===== config.mk =====
export PLATFORM = sky130hd
export DESIGN_NAME = decode_hazard_controller_flat
export DESIGN_NICKNAME = d
export VERILOG_FILES = /design/src/rtl/decode_hazard_controller_if.sv /design/src/rtl/decode_hazard_controller.sv /design/src/flat_wrapper.sv
export SDC_FILE = /design/constraint.sdc
export NUM_CORES = 1
export LEC_CHECK = 0
export ABC_AREA = 1
export CORE_MARGIN = 4
export CORE_UTILIZATION = 50
export DETAILED_ROUTE_END_ITERATION = 16
export PLACE_DENSITY = 0.76
export SYNTH_ARGS = -nofsm -noshare
export SYNTH_HDL_FRONTEND = slang
export SYNTH_SLANG_ARGS = --single-unit

===== constraint.sdc =====
create_clock -name clk -period 7.9 [get_ports clk]
set_input_delay 2.37 -clock clk [delete_from_list [all_inputs] [get_ports clk]]
set_output_delay 2.37 -clock clk [all_outputs]
set_load 0.01 [all_outputs]

===== src/rtl/decode_hazard_controller_if.sv =====
// Decode-stage control bundle: decoder/EX/memory inputs and IF/ID hazard outputs.
// The controller takes the slave side; whoever models the pipeline takes master.
interface decode_hazard_controller_if;
   logic        id_valid;
   logic [25:0] id_control_word;
   logic [2:0]  id_branch_sel;
   logic        ex_redirect;
   logic        mem_busy;
   logic        if_stall;
   logic        id_stall;
   logic        if_flush;
   logic        id_flush;
   logic        issue_valid;
   logic [1:0]  ctrl_state;
   logic [31:0] load_use_stalls;

   modport master (
      output id_valid, id_control_word, id_branch_sel,
      output ex_redirect, mem_busy,
      input  if_stall, id_stall, if_flush, id_flush,
      input  issue_valid, ctrl_state, load_use_stalls
   );

   modport slave (
      input  id_valid, id_control_word, id_branch_sel,
      input  ex_redirect, mem_busy,
      output if_stall, id_stall, if_flush, id_flush,
      output issue_valid, ctrl_state, load_use_stalls
   );
endinterface


===== src/rtl/decode_hazard_controller.sv =====
// Decode-stage sequencer: load-use scoreboard, redirect flush timing and
// memory-busy freeze, driving IF/ID stall/flush and ID->EX issue.
module decode_hazard_controller #(
   parameter int NUM_REGS     = 32,
   parameter int LOAD_LAT     = 1,
   parameter int FLUSH_CYCLES = 2
) (
   input logic                       clk,
   input logic                       reset,
   decode_hazard_controller_if.slave bus
);
   localparam int SBW = (LOAD_LAT < 1) ? 1 : $clog2(LOAD_LAT + 1);
   localparam int FCW = (FLUSH_CYCLES < 2) ? 1 : $clog2(FLUSH_CYCLES);

   typedef enum logic [1:0] {
      RUN        = 2'd0,
      LOAD_STALL = 2'd1,
      FLUSH      = 2'd2,
      MEM_WAIT   = 2'd3
   } state_e;

   state_e           state_q, state_d;
   state_e           resume_q, resume_d;
   state_e           eff_state;
   logic [FCW-1:0]   fcnt_q, fcnt_d;
   logic [31:0]      stalls_q, stalls_d;
   logic [SBW-1:0]   sb_q [NUM_REGS];
   logic [SBW-1:0]   sb_d [NUM_REGS];

   logic [4:0]       d_addr;
   logic [4:0]       b_sel;
   logic [4:0]       a_sel;
   logic             we;
   logic             is_load;
   logic             use_imm;
   logic             rs1_used;
   logic             rs2_used;
   logic             hazard;

   logic             sel_mem;
   logic             sel_flush;
   logic             sel_haz;
   logic             dec_en;

   logic             if_stall_c;
   logic             id_stall_c;
   logic             if_flush_c;
   logic             id_flush_c;
   logic             issue_c;

   always_comb begin
      d_addr   = bus.id_control_word[25:21];
      b_sel    = bus.id_control_word[20:16];
      a_sel    = bus.id_control_word[15:11];
      we       = bus.id_control_word[6];
      is_load  = bus.id_control_word[4];
      use_imm  = bus.id_control_word[3];
      rs1_used = a_sel != 5'd0;
      rs2_used = (!use_imm || !we) && b_sel != 5'd0;
      hazard   = bus.id_valid &&
                 ((rs1_used && sb_q[a_sel] != '0) ||
                  (rs2_used && sb_q[b_sel] != '0));
   end

   // MEM_WAIT resumes whatever the interrupted state was doing.
   always_comb begin
      eff_state = (state_q == MEM_WAIT) ? resume_q : state_q;
      sel_mem   = bus.mem_busy;
      sel_flush = !bus.mem_busy &&
                  (bus.ex_redirect || eff_state == FLUSH);
      sel_haz   = !bus.mem_busy && !sel_flush && hazard;
   end

   always_comb begin
      state_d    = state_q;
      resume_d   = resume_q;
      fcnt_d     = fcnt_q;
      stalls_d   = stalls_q;
      dec_en     = 1'b0;
      if_stall_c = 1'b0;
      id_stall_c = 1'b0;
      if_flush_c = 1'b0;
      id_flush_c = 1'b0;
      issue_c    = 1'b0;
      unique case (1'b1)
         sel_mem: begin
            if_stall_c = 1'b1;
            id_stall_c = 1'b1;
            resume_d   = eff_state;
            state_d    = MEM_WAIT;
         end
         sel_flush: begin
            if_flush_c = 1'b1;
            id_flush_c = 1'b1;
            dec_en     = 1'b1;
            if (bus.ex_redirect) begin
               fcnt_d = FCW'(FLUSH_CYCLES - 1);
            end else begin
               fcnt_d = fcnt_q - 1'b1;
            end
            state_d = (fcnt_d != '0) ? FLUSH : RUN;
         end
         sel_haz: begin
            if_stall_c = 1'b1;
            id_stall_c = 1'b1;
            id_flush_c = 1'b1;
            dec_en     = 1'b1;
            stalls_d   = stalls_q + 32'd1;
            state_d    = LOAD_STALL;
         end
         default: begin
            issue_c = bus.id_valid;
            dec_en  = 1'b1;
            state_d = RUN;
         end
      endcase
   end

   // Decrement first so a fresh load on the same register wins.
   always_comb begin
      sb_d = sb_q;
      for (int i = 1; i < NUM_REGS; i++) begin
         if (dec_en && sb_q[i] != '0) begin
            sb_d[i] = sb_q[i] - 1'b1;
         end
      end
      if (issue_c && is_load && d_addr != 5'd0) begin
         sb_d[d_addr] = SBW'(LOAD_LAT);
      end
   end

   always_ff @(posedge clk or negedge reset) begin
      if (!reset) begin
         state_q  <= RUN;
         resume_q <= RUN;
         fcnt_q   <= '0;
         stalls_q <= '0;
         for (int i = 0; i < NUM_REGS; i++) begin
            sb_q[i] <= '0;
         end
      end else begin
         state_q  <= state_d;
         resume_q <= resume_d;
         fcnt_q   <= fcnt_d;
         stalls_q <= stalls_d;
         sb_q     <= sb_d;
      end
   end

   // Outputs are forced quiet while reset is held.
   assign bus.if_stall        = reset & if_stall_c;
   assign bus.id_stall        = reset & id_stall_c;
   assign bus.if_flush        = reset & if_flush_c;
   assign bus.id_flush        = reset & id_flush_c;
   assign bus.issue_valid     = reset & issue_c;
   assign bus.ctrl_state      = state_q;
   assign bus.load_use_stalls = stalls_q;

   a_no_branch_issue_in_flush: assert property (
      @(posedge clk) disable iff (!reset)
      (sel_flush && bus.id_valid && bus.id_branch_sel != 3'd0)
         |-> !bus.issue_valid
   );

   a_known_control_word: assert property (
      @(posedge clk) disable iff (!reset)
      bus.id_valid |-> !$isunknown(bus.id_control_word)
   );
endmodule


===== src/flat_wrapper.sv =====
// flat-port wrapper written by rule: the top's interface ports become plain ports
module decode_hazard_controller_flat 
#(
   parameter int NUM_REGS     = 32,
   parameter int LOAD_LAT     = 1,
   parameter int FLUSH_CYCLES = 2
)
  (clk, reset, bus_id_valid, bus_id_control_word, bus_id_branch_sel, bus_ex_redirect, bus_mem_busy, bus_if_stall, bus_id_stall, bus_if_flush, bus_id_flush, bus_issue_valid, bus_ctrl_state, bus_load_use_stalls);
  decode_hazard_controller_if bus_i ();
  input logic clk;
  input logic reset;
  input wire logic [$bits(bus_i.id_valid)-1:0] bus_id_valid;
  input wire logic [$bits(bus_i.id_control_word)-1:0] bus_id_control_word;
  input wire logic [$bits(bus_i.id_branch_sel)-1:0] bus_id_branch_sel;
  input wire logic [$bits(bus_i.ex_redirect)-1:0] bus_ex_redirect;
  input wire logic [$bits(bus_i.mem_busy)-1:0] bus_mem_busy;
  output wire logic [$bits(bus_i.if_stall)-1:0] bus_if_stall;
  output wire logic [$bits(bus_i.id_stall)-1:0] bus_id_stall;
  output wire logic [$bits(bus_i.if_flush)-1:0] bus_if_flush;
  output wire logic [$bits(bus_i.id_flush)-1:0] bus_id_flush;
  output wire logic [$bits(bus_i.issue_valid)-1:0] bus_issue_valid;
  output wire logic [$bits(bus_i.ctrl_state)-1:0] bus_ctrl_state;
  output wire logic [$bits(bus_i.load_use_stalls)-1:0] bus_load_use_stalls;
  assign bus_i.id_valid = bus_id_valid;
  assign bus_i.id_control_word = bus_id_control_word;
  assign bus_i.id_branch_sel = bus_id_branch_sel;
  assign bus_i.ex_redirect = bus_ex_redirect;
  assign bus_i.mem_busy = bus_mem_busy;
  assign bus_if_stall = bus_i.if_stall;
  assign bus_id_stall = bus_i.id_stall;
  assign bus_if_flush = bus_i.if_flush;
  assign bus_id_flush = bus_i.id_flush;
  assign bus_issue_valid = bus_i.issue_valid;
  assign bus_ctrl_state = bus_i.ctrl_state;
  assign bus_load_use_stalls = bus_i.load_use_stalls;
  decode_hazard_controller #(.NUM_REGS(NUM_REGS), .LOAD_LAT(LOAD_LAT), .FLUSH_CYCLES(FLUSH_CYCLES)) u_core (.clk(clk), .reset(reset), .bus(bus_i));
endmodule

* Yosys cells after proc, flatten, opt, wreduce, memory -nomap -nowiden
Cells that the tools add are included.
Storage, ports and cells: bits in registers 69, logic and storage cells 187
Operators by class: $add $sub $neg 33, magnitude comparators 4, equality and inequality tests 2, mux-type cells 50, bitwise logic cells 8, reduce and logical (&&, ||, !) cells 54
Operators with widths (count):
- $mux 1 | 43
- $logic_and 1x1->1 | 41
- $add 32x1->32 const B | 1
- $or 32x32->32 | 1
- $sub 1x1->1 const B | 32
- $mux 31 | 1
- $ge 6x6->1 const B | 3
- $not 5->6 | 3
- $reduce_bool 5->1 | 3
- $bmux 1 s5 | 2
- $lt 6x1->1 const B | 1
- $pmux 2 s3 | 1
- $demux 1 s5 | 1
- $and 1x1->1 | 4
- $eq 2x2->1 const B | 2
- $logic_not 1->1 | 4
- $mux 2 | 2
- $reduce_or 2->1 | 2
- $logic_or 1x1->1 | 3
- $reduce_or 3->1 | 1

* Depth between registers and ports, before layout
Gate-level depths: netlist (run 1).
depth after elaboration 13, mapped depth 19, depth with buffers taken out 17

* Least setup slack after synthesis (run 1)
OpenSTA, ideal clock, no wires.
path type in2out, from input port bus_id_control_word[16], to output port bus_if_stall, data arrival time 3947 ps, data required time 5530 ps, slack 1583 ps, stages 15, cell sequence buf_4 -> inv_4 -> buf_6 -> nand2_1 -> nand3_1 -> nand3_1 -> nand2_1 -> nand2_1 -> nand3_1 -> nand3_1 -> nand2_1 -> nand3_2 -> buf_2 -> a21oi_1 -> buf_4
On the way: word-level cells in the longest chain between the ends 11, elaborated cells between the ends (all ways) 13, those cells by class mux: 4; bitwise: 2; reduce/logical: 7
RTL lines:
- start: declaration | RTL line flat_wrapper.sv:13 | input wire logic [$bits(bus_i.id_control_word)-1:0] bus_id_control_word;
- $not 5->6 (not written as such) | RTL line decode_hazard_controller.sv:62 | (rs2_used && sb_q[b_sel] != '0));
- $bmux 1 s5 | RTL line decode_hazard_controller.sv:62
- $mux 1 (not written as such) (2 in a row) | RTL line decode_hazard_controller.sv:62
- $logic_and 1x1->1 * | RTL line decode_hazard_controller.sv:62
- $logic_or 1x1->1 * | RTL line decode_hazard_controller.sv:61 | ((rs1_used && sb_q[a_sel] != '0) ||
- $logic_and 1x1->1 * | RTL line decode_hazard_controller.sv:60 | hazard = bus.id_valid &&
- $logic_and 1x1->1 * | RTL line decode_hazard_controller.sv:71 | sel_haz = !bus.mem_busy && !sel_flush && hazard;
- $reduce_or 2->1 (no source line) *
- $mux 1 *
- $and 1x1->1 *
- end: declaration | RTL line flat_wrapper.sv:17 | output wire logic [$bits(bus_i.if_stall)-1:0] bus_if_stall;
Mark *: on every way between the ends. The rest lies on a longest branch, timed or not. The select of a mux whose other input is x is not followed.

* Worst setup path in the final report (run 1)
from input port bus_id_control_word[16], to output port bus_id_stall
On the way: word-level cells in the longest chain between the ends 11, elaborated cells between the ends (all ways) 13, those cells by class mux: 4; bitwise: 2; reduce/logical: 7
RTL lines:
- $not 5->6 (not written as such) | RTL line decode_hazard_controller.sv:62
- $bmux 1 s5 | RTL line decode_hazard_controller.sv:62
- $mux 1 (not written as such) (2 in a row) | RTL line decode_hazard_controller.sv:62
- $logic_and 1x1->1 * | RTL line decode_hazard_controller.sv:62
- $logic_or 1x1->1 * | RTL line decode_hazard_controller.sv:61
- $logic_and 1x1->1 * | RTL line decode_hazard_controller.sv:60
- $logic_and 1x1->1 * | RTL line decode_hazard_controller.sv:71
- $reduce_or 2->1 (no source line) *
- $mux 1 * | RTL line decode_hazard_controller.sv:85 | unique case (1'b1)
- $and 1x1->1 * | RTL line decode_hazard_controller.sv:152 | assign bus.id_stall = reset & id_stall_c;
- end: declaration | RTL line flat_wrapper.sv:18 | output wire logic [$bits(bus_i.id_stall)-1:0] bus_id_stall;
Marks and branches as above.

==> reports/metrics.yaml, run 1 <==
avgSynthCellArea_sq_um: 6.737
synth.top_cells.by_area: "dfrtp_1 39%, nand2_1 26%, nor2_1 5.8%"
die_width_um: 101.9
max_slew.worst_pin.slew_ns: 0.8726
skew_ns: 0.008096
power_density_nw_per_um2: 164.7
final_util_pct: 60.78
synth_top_area_share_pct: 39.13
slew_viol_final: 0
gp_congestion: 0.8985
clock-sinks: 69
cts_buffers: 9
worstPathArrival_ns: 4.96
synthToLayoutAreaGrowth_pct: 18.94
fin_nets: 743
ys.flop_type: "dfrtp_1"
ys_ff_latch: 69
grt_pass1_wl_mm: 19.49
synth_cell_types: 29
core.rowCount: 34
synth_nets: 690
setup_viol: 0
synth_top_area_cell: "dfrtp_1"
crit_path_max_fanout: 17
n_antenna_cell: 0
vdd_drop_max_mv: 0.1377
grt_overflow_total: 0
routedWlPerCell_um: 13.96
synthSimpleGateAreaFrac_pct: 44.29
rsz0062_at_grt: "false"
grt_max_degree: 70
insertion_delay_ns: 0.35
async_flop_share_pct: 100.0
grt_pass1_vias: 4010
grt_antenna_before_repair: 0
totalWireLength_mm: 11.46
final.setup.tns_ns: 0
post-route-min-period_ns: 7.330
status: "completed"
yosys-top-cells-count: "303 x nand2_1, 69 x dfrtp_1, 68 x nor2_1"
hold_ws_ns: 0.4151
fin_ws_ns: 0.5699
relSlewSlack_pct: 41.69
clk_path_buf_depth: 2
post_cts_resized: 0
dp_slack_ns: 0.5857
synth_mux_area_share_pct: 0
ys_seq_area_share_pct: 39.13
vias_per_cell: 5.135
syn_area_sq_um: 4413
syn_inst: 655
ioPinCount: 73
synth-adder-area-share_pct: 0.2835
hold_class: "flop to flop"
cp_slowest_cell: "clkdlybuf4s50_1"
synthXorXnorAreaFrac_pct: 6.153
cts-root-buf: "clkbuf_8"
core-area_sq_um: 8636
postCtsSetupRepairBufs: 0
io_buffer_count: 61
first_iter_violations: 346
leakagePower_nw: 2.572
die_height_um: 101.9
synth_compound_gate_area_share_pct: 2.637
drive_above_1_share_pct: 7.153
cp.required_ns: 5.53
initial_core_util_pct: 51.10
vias: 4216
dpl_cell_area_sq_um: 5006
fp.dieArea_sq_um: 10390
max_stage_delay_ns: 0.71
ant_nets: 0
period_share_pct: 92.79
drc: 0
maxCapViolations: 0
fill_cells: 820
cts_tree: "done"
crit_chain: "clkdlybuf4s50_1 -> inv_4 -> nand2_1 -> nand3_1 -> nand3_1 -> nand2_1 -> nand2_1 -> nand3_1 -> nand3_1 -> nand2_1 -> nand3_2 -> a21oi_1 -> clkdlybuf4s50_1"
ys_warn_count: 0
hold_viol: 0
yosys.cell_count.top_type: "nand2_1"
synth_top_family_by_area: "simple AND/OR/NAND/NOR gates"
synth_edf_count: 0
start_kind: "input port"
dp_hpwl_mm: 8.384
firstDrtPassIters: 5
critical_path_class: "input port to primary output"
ctsHoldBuffers: 0
h-tree-depth: 3
final_area_sq_um: 5249
cp-end-kind: "primary output"
path_clk_slew_ns: 0.07
fmax_ghz: 0.1364
grt_usage_pct: 23.47
## report_power, final
part           switching, mW  internal (mW)  leakage (nW)
clock network          0.139          0.205         0.123
registers             0.0202          0.367         0.948
logic                 0.0752         0.0569          1.50
## cells by family after synthesis
| logic type | count (synthesis) |
|---|---|
| buffers and inverters | 62 |
| flip-flops | 69 |
| AND/OR/NAND/NOR | 469 |
| AO/OA/AOI/OAI | 23 |
| XOR/XNOR | 31 |
| adder cells (fa/ha/maj) | 1 |
## final timing paths
check	startpoint	end	slack, ns	depth (start not counted)
max	bus_id_control_word[16]	bus_id_stall	0.57	13
min	u_core.sb_q[31]$_DFFE_PN0P_	u_core.sb_q[31]$_DFFE_PN0P_	0.42	0
max reg2reg	u_core.sb_q[1]$_DFF_PN0_	u_core.sb_q[22]$_DFF_PN0_	5.69	13
min reg2reg	u_core.sb_q[31]$_DFFE_PN0P_	u_core.sb_q[31]$_DFFE_PN0P_	0.42	0
max in group asynchronous	reset	u_core.bus.load_use_stalls[7]$_DFFE_PN0P_	5.09	2
min in group asynchronous	reset	u_core.bus.ctrl_state[0]$_DFF_PN0_	2.26	2
## per-layer routing
metal  vias up  track usage, %  routed length [um]
li1       2152               -                   -
met1      1928           32.25                5156
met2       118           38.33                5559
met3        18           3.549                 534
met4         0           7.669                 211
met5         -               0                   0
## flip-flops by register name, indices dropped and copies added, names as in the netlist
| register | flops |
|---|---|
| u_core.bus.load_use_stalls | 32 |
| u_core.sb_q | 32 |
| u_core.fcnt_q | 1 |
| u_core.bus.ctrl_state | 2 |
| u_core.resume_q | 2 |
## worst max-delay path: cells and delay by family
family	cells	cell delay, ns
buf+inv	3	1.60
simple gates	9	0.77
compound gates	1	0.20
## layout by cell type, fill, tap and decap left out, types with 4 or more instances in the layout
cell	Yosys	routed
nand2_2	20	20
nor3_1	12	12
inv_1	32	32
xor2_1	20	20
nand2_1	303	303
clkdlybuf4s50_1	0	60
dfrtp_1	69	69
nor4_1	7	7
clkbuf_8	0	12
nand3_1	44	44
a21oi_1	4	4
nand4_1	9	9
o21ai_1	11	11
nor2_1	68	68
xnor2_1	11	11
o21ai_0	7	7
buf_4	5	4
## per-stage QoR
step / std cells / total power, mW
final: 821 / 0.8645
after global routing: 821 / 0.9054
after CTS: 821 / 0.8695
after detailed placement: 805 / 0.5265
after global placement: 805 / 0.5227
after floorplan: 655 / 0.4624
## final cells by class
type / count / area [sq um] / area share (%)
multi-input combinational: 524 / 2355 / 44.86
sequential: 69 / 1727 / 32.90
timing repair buffer: 65 / 635.6 / 12.11
clock buffer: 12 / 165.2 / 3.147
inverter: 39 / 153.9 / 2.932
tap: 108 / 135.1 / 2.575
clock inverter: 4 / 77.57 / 1.478
Note: power is estimated with default switching activity, not from simulation.
==> run 2: changes to the inputs <==
--- a/config.mk
+++ b/config.mk
@@ -7,9 +7,8 @@
 export LEC_CHECK = 0
 export ABC_AREA = 1
 export CORE_MARGIN = 4
-export CORE_UTILIZATION = 50
+export CORE_UTILIZATION = 40
 export DETAILED_ROUTE_END_ITERATION = 16
-export PLACE_DENSITY = 0.76
 export SYNTH_ARGS = -nofsm -noshare
 export SYNTH_HDL_FRONTEND = slang
 export SYNTH_SLANG_ARGS = --single-unit
==> reports/metrics.yaml, run 2 (synthesized netlist as in run 1, its figures left out) <==
status: "completed"
relSlewSlack_pct: 39.97
first_iter_violations: 274
die_height_um: 113.0
period_share_pct: 93.91
dp_hpwl_mm: 8.715
r2r_end: "u_core.sb_q[30]$_DFF_PN0_"
fmax_ghz: 0.1348
layout_common_cells: "303 x nand2_1, 69 x dfrtp_1, 68 x nor2_1"
layout.cells.non_filler: 851
final_util_pct: 48.07
r2r_slack_ns: 5.64
core.rowCount: 38
grt_max_degree: 70
skew_ns: 0.009355
p_total_uw: 776.2
ctsHoldBuffers: 0
totalWireLength_mm: 12.03
initial_core_util_pct: 40.71
cts-root-buf: "clkbuf_8"
grt_antenna_before_repair: 0
die_width_um: 113.0
post_cts_resized: 0
grt_pass1_vias: 4227
path_clk_slew_ns: 0.07
h-tree-depth: 3
hold_class: "flop to flop"
rr_worst_depth: 11
gp_congestion: 0.8866
cts_tree: "done"
cp.required_ns: 5.53
fp.dieArea_sq_um: 12780
fill_cells: 1153
grt_usage_pct: 19.50
drive_above_1_share_pct: 6.751
grt_overflow_total: 0
start_kind: "input port"
clock-sinks: 69
cp-end-kind: "primary output"
core-area_sq_um: 10840
routedWlPerCell_um: 14.14
final_common_cell: "nand2_1"
cts_buffers: 9
postCtsSetupRepairBufs: 0
setup_viol: 0
cp_slowest_cell: "clkdlybuf4s50_1"
vias_per_cell: 5.073
hold_ws_ns: 0.4225
drc: 0
max_stage_delay_ns: 0.76
power_density_nw_per_um2: 148.9
post-route-min-period_ns: 7.419
slew_viol_final: 0
ioPinCount: 73
max_slew.worst_pin.slew_ns: 0.8983
insertion_delay_ns: 0.35
n_antenna_cell: 0
final.setup.tns_ns: 0
worstPathArrival_ns: 5.05
place_inst: 837
min_path_cells: 0
vias: 4317
grt_pass1_wl_mm: 20.42
synthToLayoutAreaGrowth_pct: 18.09
vdd_drop_max_mv: 0.1234
critical_path_class: "input port to primary output"
crit_path_max_fanout: 17
clk_path_buf_depth: 2
r2r-start: "u_core.sb_q[8]$_DFF_PN0_"
fin_nets: 743
leakagePower_nw: 2.537
firstDrtPassIters: 5
maxCapViolations: 0
hold_start: "u_core.sb_q[31]$_DFFE_PN0P_"
ant_nets: 0
hold_viol: 0
min_to: "u_core.sb_q[31]$_DFFE_PN0P_"
io_buffer_count: 61
crit_chain: "clkdlybuf4s50_1 -> inv_4 -> nand2_1 -> nand3_1 -> nand3_1 -> nand2_1 -> nand2_1 -> nand3_1 -> nand3_1 -> nand2_1 -> nand3_2 -> a21oi_1 -> clkdlybuf4s50_1"
rsz0062_at_grt: "false"
run 2: changes by cell type in the layout (fill, tap and decap cells not counted):
| cell | previous run | this run |
|---|---|---|
| clkbuf_8 | 12 | 11 |
| clkbuf_1 | 0 | 1 |
| clkinv_4 | 1 | 0 |
| bufinv_16 | 2 | 0 |
| clkinv_2 | 0 | 2 |
| inv_6 | 1 | 0 |
run 2: worst max-delay path, delay by kind of cell:
| kind | cells | cell delay (ns) |
|---|---|---|
| simple gates | 9 | 0.81 |
| buf+inv | 3 | 1.67 |
| compound gates | 1 | 0.18 |
run 2: final cells by class:
type	count	area [sq um]	area share [%]
Clock inverter	2	10.01	0.1921
Multi-Input combinational cell	524	2355	45.19
Inverter	39	153.9	2.953
Clock buffer	12	155.1	2.977
Tap cell	140	175.2	3.361
Timing Repair Buffer	65	635.6	12.20
Sequential cell	69	1727	33.13
run 2: stage by stage:
stage	instance area (sq um)	worst slack [ns]
floorplan	4413	1.583
global placement	5046	0.5213
detailed placement	5046	0.5220
CTS	5211	0.5137
global route	5211	0.2908
finish	5211	0.4813
run 2: layer usage:
layer	track usage [%]	wire (um)
met1	26.34	5642
met2	31.83	5597
met5	0	0
met3	3.262	572
met4	6.571	217
run 2: report_power, final:
part / internal (mW) / switching, mW / total [mW] / leakage, nW
Clock: 0.127 / 0.129 / 0.256 / 0.0881
Sequential: 0.368 / 0.0205 / 0.388 / 0.948
Combinational: 0.0569 / 0.0750 / 0.132 / 1.50
Total: 0.551 / 0.225 / 0.776 / 2.54
run 2: worst max path at each step:
stage	start	endpoint	slack, ns	cells past startpoint
after global routing	bus_id_control_word[16]	bus_id_stall	0.29	13
after CTS	bus_id_control_word[16]	bus_id_stall	0.51	13
final	bus_id_control_word[16]	bus_id_stall	0.48	13
after floorplan	bus_id_control_word[16]	bus_if_stall	1.58	15
after global placement	bus_id_control_word[16]	bus_id_stall	0.52	13
after detailed placement	bus_id_control_word[16]	bus_id_stall	0.52	13
